$ cat config.mk
export PLATFORM = sky130hd
export DESIGN_NAME = console_hq_multi
export DESIGN_NICKNAME = d
export VERILOG_FILES = /design/src/rtl/console_hq_multi.sv
export SDC_FILE = /design/constraint.sdc
export NUM_CORES = 1
export LEC_CHECK = 0
export ABC_CLOCK_PERIOD_IN_PS = 2700
export CORE_MARGIN = 2
export CORE_UTILIZATION = 45
export CTS_CLUSTER_DIAMETER = 120
export CTS_CLUSTER_SIZE = 24
export DETAILED_ROUTE_END_ITERATION = 8
export PLACE_DENSITY = 0.69
export SETUP_SLACK_MARGIN = 0.2
export SYNTH_ARGS = -nofsm -noshare
export SYNTH_HDL_FRONTEND = slang
export SYNTH_SLANG_ARGS = --single-unit
$ cat constraint.sdc
create_clock -name clk_i -period 2.7 [get_ports clk_i]
set_input_delay 0.27 -clock clk_i [delete_from_list [all_inputs] [get_ports clk_i]]
set_output_delay 0.27 -clock clk_i [all_outputs]
set_load 0.02 [all_outputs]
$ cat src/rtl/console_hq_multi.sv
// Multi-channel ADC/USB console sequencer: per-channel config and conversion handshakes,
// a programmable sample tick, config-ack and data frames to comms, graceful stop and overrun counting.
module console_hq_multi #(
  parameter int NCH   = 8,
  parameter int IDX_W = 4,
  parameter int DIV_W = 24
) (
  input  logic             clk_i,
  input  logic             rst_ni,
  input  logic [NCH-1:0]   ch_en_i,
  input  logic [DIV_W-1:0] tick_div_i,
  input  logic             start_i,
  input  logic             stop_i,
  output logic [NCH-1:0]   fs_conf_o,
  input  logic [NCH-1:0]   fd_conf_i,
  output logic [NCH-1:0]   fs_conv_o,
  input  logic [NCH-1:0]   fd_conv_i,
  output logic             fs_com_send_o,
  input  logic             fd_com_send_i,
  output logic [3:0]       com_send_btype_o,
  output logic [IDX_W-1:0] data_idx_o,
  output logic             busy_o,
  output logic             overrun_o,
  output logic [15:0]      overrun_cnt_o
);

  typedef enum logic [2:0] {
    StIdle,
    StConf,
    StAck,
    StWait,
    StConv,
    StSend
  } state_e;

  state_e           state_q;
  logic [NCH-1:0]   en_q;
  logic [NCH-1:0]   done_q;
  logic [NCH-1:0]   fs_conf_q;
  logic [NCH-1:0]   fs_conv_q;
  logic [DIV_W-1:0] div_q;
  logic [DIV_W-1:0] cnt_q;
  logic             stop_q;
  logic             fs_com_send_q;
  logic [3:0]       btype_q;
  logic [IDX_W-1:0] data_idx_q;
  logic             busy_q;
  logic             overrun_q;
  logic [15:0]      overrun_cnt_q;

  logic             tick;
  logic             late_tick;
  logic             com_ack;
  logic             cnt_run;
  logic [NCH-1:0]   conf_done_d;
  logic [NCH-1:0]   conv_done_d;

  // A done bit only counts when its request is actually raised, so stray fd pulses are ignored.
  assign tick        = (cnt_q == div_q);
  assign cnt_run     = (state_q == StAck) || (state_q == StWait) ||
                       (state_q == StConv) || (state_q == StSend);
  assign late_tick   = tick && ((state_q == StConv) || (state_q == StSend));
  assign com_ack     = fs_com_send_q & fd_com_send_i;
  assign conf_done_d = done_q | (fd_conf_i & fs_conf_q);
  assign conv_done_d = done_q | (fd_conv_i & fs_conv_q);

  always_ff @(posedge clk_i or negedge rst_ni) begin
    if (!rst_ni) begin
      state_q       <= StIdle;
      en_q          <= '0;
      done_q        <= '0;
      fs_conf_q     <= '0;
      fs_conv_q     <= '0;
      div_q         <= '0;
      cnt_q         <= '0;
      stop_q        <= 1'b0;
      fs_com_send_q <= 1'b0;
      btype_q       <= 4'h0;
      data_idx_q    <= '0;
      busy_q        <= 1'b0;
      overrun_q     <= 1'b0;
      overrun_cnt_q <= '0;
    end else begin
      if (cnt_run) begin
        cnt_q <= tick ? '0 : cnt_q + DIV_W'(1);
      end
      // A tick that lands while a frame is still in flight is dropped and only accounted for.
      if (late_tick) begin
        overrun_q <= 1'b1;
        if (overrun_cnt_q != 16'hFFFF) begin
          overrun_cnt_q <= overrun_cnt_q + 16'd1;
        end
      end
      if (stop_i && (state_q != StIdle)) begin
        stop_q <= 1'b1;
      end

      case (state_q)
        StIdle: begin
          cnt_q  <= '0;
          stop_q <= 1'b0;
          if (start_i && (ch_en_i != '0)) begin
            state_q       <= StConf;
            en_q          <= ch_en_i;
            div_q         <= tick_div_i;
            done_q        <= '0;
            fs_conf_q     <= ch_en_i;
            busy_q        <= 1'b1;
            overrun_q     <= 1'b0;
            overrun_cnt_q <= '0;
          end
        end
        StConf: begin
          if (conf_done_d == en_q) begin
            state_q       <= StAck;
            done_q        <= '0;
            fs_conf_q     <= '0;
            fs_com_send_q <= 1'b1;
            btype_q       <= 4'h2;
          end else begin
            done_q    <= conf_done_d;
            fs_conf_q <= en_q & ~conf_done_d;
          end
        end
        StAck: begin
          if (com_ack) begin
            state_q       <= StWait;
            fs_com_send_q <= 1'b0;
            btype_q       <= 4'h0;
            data_idx_q    <= '0;
            cnt_q         <= '0;
          end
        end
        StWait: begin
          if (stop_q) begin
            state_q <= StIdle;
            busy_q  <= 1'b0;
            stop_q  <= 1'b0;
          end else if (tick) begin
            state_q   <= StConv;
            fs_conv_q <= en_q;
          end
        end
        StConv: begin
          if (conv_done_d == en_q) begin
            state_q       <= StSend;
            done_q        <= '0;
            fs_conv_q     <= '0;
            fs_com_send_q <= 1'b1;
            btype_q       <= 4'h1;
          end else begin
            done_q    <= conv_done_d;
            fs_conv_q <= en_q & ~conv_done_d;
          end
        end
        StSend: begin
          if (com_ack) begin
            data_idx_q    <= data_idx_q + IDX_W'(1);
            fs_com_send_q <= 1'b0;
            btype_q       <= 4'h0;
            if (stop_q) begin
              state_q <= StIdle;
              busy_q  <= 1'b0;
              stop_q  <= 1'b0;
            end else begin
              state_q <= StWait;
            end
          end
        end
        default: state_q <= StIdle;
      endcase
    end
  end

  assign fs_conf_o        = fs_conf_q;
  assign fs_conv_o        = fs_conv_q;
  assign fs_com_send_o    = fs_com_send_q;
  assign com_send_btype_o = btype_q;
  assign data_idx_o       = data_idx_q;
  assign busy_o           = busy_q;
  assign overrun_o        = overrun_q;
  assign overrun_cnt_o    = overrun_cnt_q;

endmodule

# After elaboration in Yosys (flattened, before gate mapping)
# Index checks and enable logic that the tools add are counted.
# classes
n_eq_ne	18
n_addsub	3
n_reduce_logical	25
muxes	49
bitwise_logic	9
# op_table
operator	n
$mux W24	3
$mux W16	4
$mux W8	8
$pmux W24 S2	1
$and A8 B8 Y8	4
$pmux W8 S2	2
$add A24 B1 Y24 const B	1
$eq A24 B24 Y1	1
$pmux W8 S3	1
$mux W3	7
$pmux W3 S6	1
$add A16 B1 Y16 const B	1
$eq A8 B8 Y1	2
$mux W4	4
$ne A16 B16 Y1 const B	1
$not A8 Y8	2
$or A8 B8 Y8	2
$mux W1	12
$ne A2 B2 Y1 const B	6
$pmux W4 S3	1
$reduce_bool A3 Y1	4
$pmux W1 S3	3
$reduce_and A3 Y1	3
$pmux W4 S2	1
other kinds (17)	29
# totals
inputBits	53
reg_bits	111

# Depth between registers and ports, before layout
# depth
ltp_word	7
mapped_depth	8

# Least setup slack after synthesis
# No wires, ideal clock.
# synth_path
path_type	register -> register
from	register overrun_cnt_q[0], in the netlist overrun_cnt_o[0]
to	register overrun_cnt_q[12], in the netlist overrun_cnt_o[12]
stages_incl_launch_ff	6
path_buffers	0
arrival_ps	2063
synth_period_minus_slack_ps	2186
path_slack_ps	514
t_required_ps	2577
cell_sequence	dfrtp_1 ha_1 nand3_1 or4_1 or3b_2 o221a_2
# synth_via
elab_chain_cells	5
word_cells_on_any_way	6
classes_between	1 x add/sub; 1 x eq/ne; 4 x mux
# synth_rtl
item	line	source
start: declaration	49	logic [15:0] overrun_cnt_q;
start signal: assignment	91	overrun_cnt_q <= overrun_cnt_q + 16'd1;
$add A16 B1 Y16 or $ne A16 B16 Y1 (tied branches)	91, 90	
$mux W16 (*)	90	if (overrun_cnt_q != 16'hFFFF) begin
$mux W16 (*)	88	if (late_tick) begin
$mux W16	102	if (start_i && (ch_en_i != '0)) begin
$mux W16 (*)	98	case (state_q)
# Mark *: on every way between the ends. The rest lies on a longest branch, timed or not.
# A chain may end at the register's enable or synchronous reset.

# Final worst setup path
# layout_path
from	register cnt_q[10]
to	register overrun_cnt_q[14], in the netlist overrun_cnt_o[14]
# layout_via
elab_chain_cells	5
# layout_rtl
item	line	source
start: declaration	42	logic [DIV_W-1:0] cnt_q;
start signal: assignment	85	cnt_q <= tick ? '0 : cnt_q + DIV_W'(1);
$eq A24 B24 Y1 (*)	59	assign tick = (cnt_q == div_q);
$logic_and A1 B1 Y1 (*)	62	assign late_tick = tick && ((state_q == StConv) || (state_q == StSend));
$mux W16 (*)	88	
$mux W16	102	
$mux W16 (*)	98	
# Marks and branches as above.

==> Implementation_results.wiki <==
{| class="wikitable"
! Metric !! Value
|-
| Outcome || completed
|-
| Clock sink count || 109
|-
| Met1 routing resource usage after global routing || 29.2%
|-
| Post-synth ARST share || 100%
|-
| Unique cell type count in the Yosys netlist || 54
|-
| Synth top area share || 45.7%
|-
| Delay of the slowest critical-path stage || 0.48 ns
|-
| Vias per inst || 5.53
|-
| Final antenna-violating net count || 0
|-
| Tightest slew margin relative to the limit || 55.4%
|-
| Cell family with most CP delay || simple AND/OR/NAND/NOR gates
|-
| Maximum number of pins on one net before global-route repair || 55
|-
| Initial Util || 45.6%
|-
| Element type at the critical path end || register
|-
| TritonCTS Buffers || 9
|-
| Die outline height || 119 um
|-
| Cell breakdown of the critical path || xor2_1, nor4_2, nand4_2, buf_4, or4_1, a211oi_1
|-
| Share of cells above drive strength 1 || 7.89%
|-
| Number of maximum-capacitance violations || 0
|-
| Hold/Removal Path Class || in -> async
|-
| Top cells by instance count after synthesis || 153 x sky130_fd_sc_hd__nand2_1, 109 x sky130_fd_sc_hd__dfrtp_1, 45 x sky130_fd_sc_hd__nor2_1
|-
| Number of search-and-repair iterations in the first detailed-routing pass || 9
|-
| Post-detailed-route DRC marker count || 0
|-
| GR Util met2 || 36.3%
|-
| Clock insertion delay at the later pin of the skew report || 0.35 ns
|-
| Setup WS post-layout || 0.304 ns
|-
| Core box area || 13,100 um^2
|-
| Number of top-level design ports || 96
|-
| Synthesized-area fraction occupied by ao, oa, aoi and oai cells || 12.0%
|-
| Global-route usage over all layers || 22.0%
|-
| Tmin final || 2.40 ns
|-
| Mean area per synthesized cell || 9.22 um^2
|-
| Period utilisation layout || 88.7%
|-
| Port Buffers || 93
|-
| Cell type contributing the most total cell area after synthesis || sky130_fd_sc_hd__dfrtp_1
|-
| Root Driver || sky130_fd_sc_hd__clkbuf_16
|-
| First-pass GRT wire length || 25,200 um
|-
| Number of register bits inferred by synthesis || 109
|-
| Minimum setup slack after placement || -0.00389 ns
|-
| Post-detailed-placement half-perimeter wirelength || 10,800 um
|-
| Slowest cell on crit path || sky130_fd_sc_hd__or4_1
|-
| Net count of the finished layout || 815
|-
| Global-route track usage on met3 || 3.16%
|-
| Setup TNS || 0 ns
|-
| Ys flop type || sky130_fd_sc_hd__dfrtp_1
|-
| Rows || 42
|-
| Critical path launch point type || register
|-
| Maximum operating frequency || 0.417 GHz
|-
| Per-cell routed wire length || 16.3 um
|-
| Slew @ Worst Pin || 0.667 ns
|-
| Share of synthesized cell area in and, or, nand and nor gates || 25.2%
|-
| Iter 0 DRT Violations || 463
|-
| Total standard cell area after synthesis || 5960 um^2
|-
| Count of vias placed by the detailed router || 5,106
|-
| Area of the die || 14,200 um^2
|-
| Main combinational cell family by area after synthesis || simple AND/OR/NAND/NOR gates
|-
| Largest fanout on the critical path || 18
|-
| Dominant cell by count in the synthesized netlist || sky130_fd_sc_hd__nand2_1
|-
| Setup-failing EPs final || 0
|-
| Critical path type || reg -> reg
|-
| Total gr overflow || 0
|-
| Power consumption || 7.24 mW
|-
| Number of global-route vias before repair || 5,177
|-
| Hold violation total from the final report || 0
|-
| Data required, critical path || 2.96 ns
|-
| Clock transition time at the flip-flop clock pins of the worst setup and hold paths || 0.07 ns
|-
| Utilization after layout || 57.3%
|-
| Gate count after technology mapping || 647
|-
| Maximum level of the CTS H-tree || 3
|-
| Yosys warns || 0
|-
| Multiplexer share of the synthesized area || 2.01%
|-
| IR Drop Worst-Case VDD || 402 uV
|-
| Antenna violations before repair || 0
|-
| Leakage dissipation || 3.32 nW
|-
| Portion of the post-synthesis area used by sequential elements || 45.7%
|-
| GRT busiest layer || met2
|-
| Worst setup skew after layout || 0.00865 ns
|-
| Horizontal die dimension || 119 um
|-
| Power per standard cell area || 966 nW/um^2
|-
| Worst hold slack across all endpoints || 0.399 ns
|-
| Critical path arrival || 2.65 ns
|-
| Share of the synthesized netlist area taken by xor and xnor gates || 7.18%
|-
| Total wirelength of the detailed-routed design || 15,000 um
|-
| Unrepaired setup endpoints after global routing || yes
|-
| Number of buffers on the longest clock path || 2
|-
| Count of flip-flops with a built-in enable after synthesis || 0
|-
| Final Slew Violations || 0
|-
| Area growth from synthesis to layout || 25.7%
|-
| Worst path buffer plus inverter count || 1
|-
| TritonCTS clock tree || done
|-
| Area share of fa/ha/maj cells after synthesis || 3.99%
|-
| Cell types with the largest area share after synthesis || sky130_fd_sc_hd__dfrtp_1 46%, sky130_fd_sc_hd__nand2_1 9.6%, sky130_fd_sc_hd__ha_1 4.0%, sky130_fd_sc_hd__xor2_1 4.0%, sky130_fd_sc_hd__xnor2_1 2.9%
|-
| Antenna cells || 0
|-
| GPL Wtd Cong || 0.916
|}
[path summary, 6_finish.rpt]
kind / start / to / slack (ns) / cells after the start
setup / recovery: cnt_q[10]$_DFF_PN0_ / overrun_cnt_o[14]$_DFF_PN0_ / 0.30 / 6
hold / removal: rst_ni / fs_com_send_o$_DFFE_PN0P_ / 0.40 / 2
setup reg to reg: cnt_q[10]$_DFF_PN0_ / overrun_cnt_o[14]$_DFF_PN0_ / 0.30 / 6
hold reg to reg: busy_o$_DFFE_PN0P_ / busy_o$_DFFE_PN0P_ / 0.49 / 1
max in group asynchronous: rst_ni / cnt_q[17]$_DFF_PN0_ / 1.54 / 3
min in group clk_i: tick_div_i[7] / div_q[7]$_DFFE_PN0P_ / 0.44 / 3
[per-layer routing]
layer	part of all wire, %	wire (um)
met1	46	6880
met2	48	7160
met3	4.7	703
met4	1.9	291
met5	0	0
[layout by cell type, fill, tap and decap left out, types with 4 or more instances in the layout]
| master | n |
|---|---|
| sky130_fd_sc_hd__xor2_1 | 27 |
| sky130_fd_sc_hd__ha_1 | 19 |
| sky130_fd_sc_hd__and2_1 | 5 |
| sky130_fd_sc_hd__dfrtp_1 | 109 |
| sky130_fd_sc_hd__a211oi_1 | 6 |
| sky130_fd_sc_hd__nor2_1 | 45 |
| sky130_fd_sc_hd__a31oi_1 | 6 |
| sky130_fd_sc_hd__nor4_2 | 5 |
| sky130_fd_sc_hd__inv_1 | 17 |
| sky130_fd_sc_hd__nand2b_1 | 14 |
| sky130_fd_sc_hd__nor3_1 | 13 |
| sky130_fd_sc_hd__nor4_1 | 22 |
| sky130_fd_sc_hd__buf_4 | 21 |
| sky130_fd_sc_hd__mux2i_1 | 12 |
| sky130_fd_sc_hd__xnor2_1 | 20 |
| sky130_fd_sc_hd__clkdlybuf4s50_1 | 92 |
| sky130_fd_sc_hd__o221a_1 | 6 |
| sky130_fd_sc_hd__a222oi_1 | 8 |
| sky130_fd_sc_hd__clkbuf_16 | 9 |
| sky130_fd_sc_hd__nand3_1 | 15 |
| sky130_fd_sc_hd__nand2_1 | 153 |
| sky130_fd_sc_hd__and3_1 | 4 |
| sky130_fd_sc_hd__o221ai_1 | 8 |
| sky130_fd_sc_hd__o21ai_0 | 5 |
| sky130_fd_sc_hd__and4_1 | 7 |
| sky130_fd_sc_hd__a21oi_1 | 30 |
| sky130_fd_sc_hd__o31ai_1 | 4 |
| sky130_fd_sc_hd__nand4_1 | 10 |
[power by group]
| part | leakage [nW] | switching (mW) | internal (mW) |
|---|---|---|---|
| clock network | 0.139 | 0.591 | 0.705 |
| logic | 1.77 | 1.89 | 1.42 |
| registers | 1.42 | 0.497 | 2.13 |
[through the flow]
stage	instance area, um^2	instances
CTS	7470	924
floorplan	5970	648
detailed placement	7170	907
global placement	7170	907
global route	7500	924
finish	7500	924
[area by class of cell]
type	count	area, um^2
clock buffer	14	274
fill	1153	5590
sequential	109	2730
clock inverter	2	16.3
timing repair buffer	117	1150
multi-input combinational	489	3050
tap	176	220
inverter	17	63.8
[state kept, by name (all words and copies together) (netlist names)]
signal,flops
cnt_q,24
div_q,24
overrun_cnt_o,16
done_q,8
en_q,8
fs_conf_o,8
fs_conv_o,8
data_idx_o,4
state_q,3
com_send_btype_o,2
busy_o,1
fs_com_send_o,1
overrun_o,1
stop_q,1
[logic make-up (layout without fill, tap and decap cells)]
kind of cell,after synthesis,in the layout
XOR/XNOR,48,48
multiplexers,12,12
AND/OR/NAND/NOR,313,313
flip-flops,109,109
buffers and inverters,50,150
other,1,2
adder cells (fa/ha/maj),19,19
AO/OA/AOI/OAI,95,95
[what timing repair did]
item / CTS / global route
hold buffers: 1 / 0
resized for setup: 0 / 4
buffers inserted: 0 / 0
hold endpoints to repair: 30 / 0
setup endpoints to repair: 0 / 24
No activity file was read; power rests on OpenSTA's default activity.
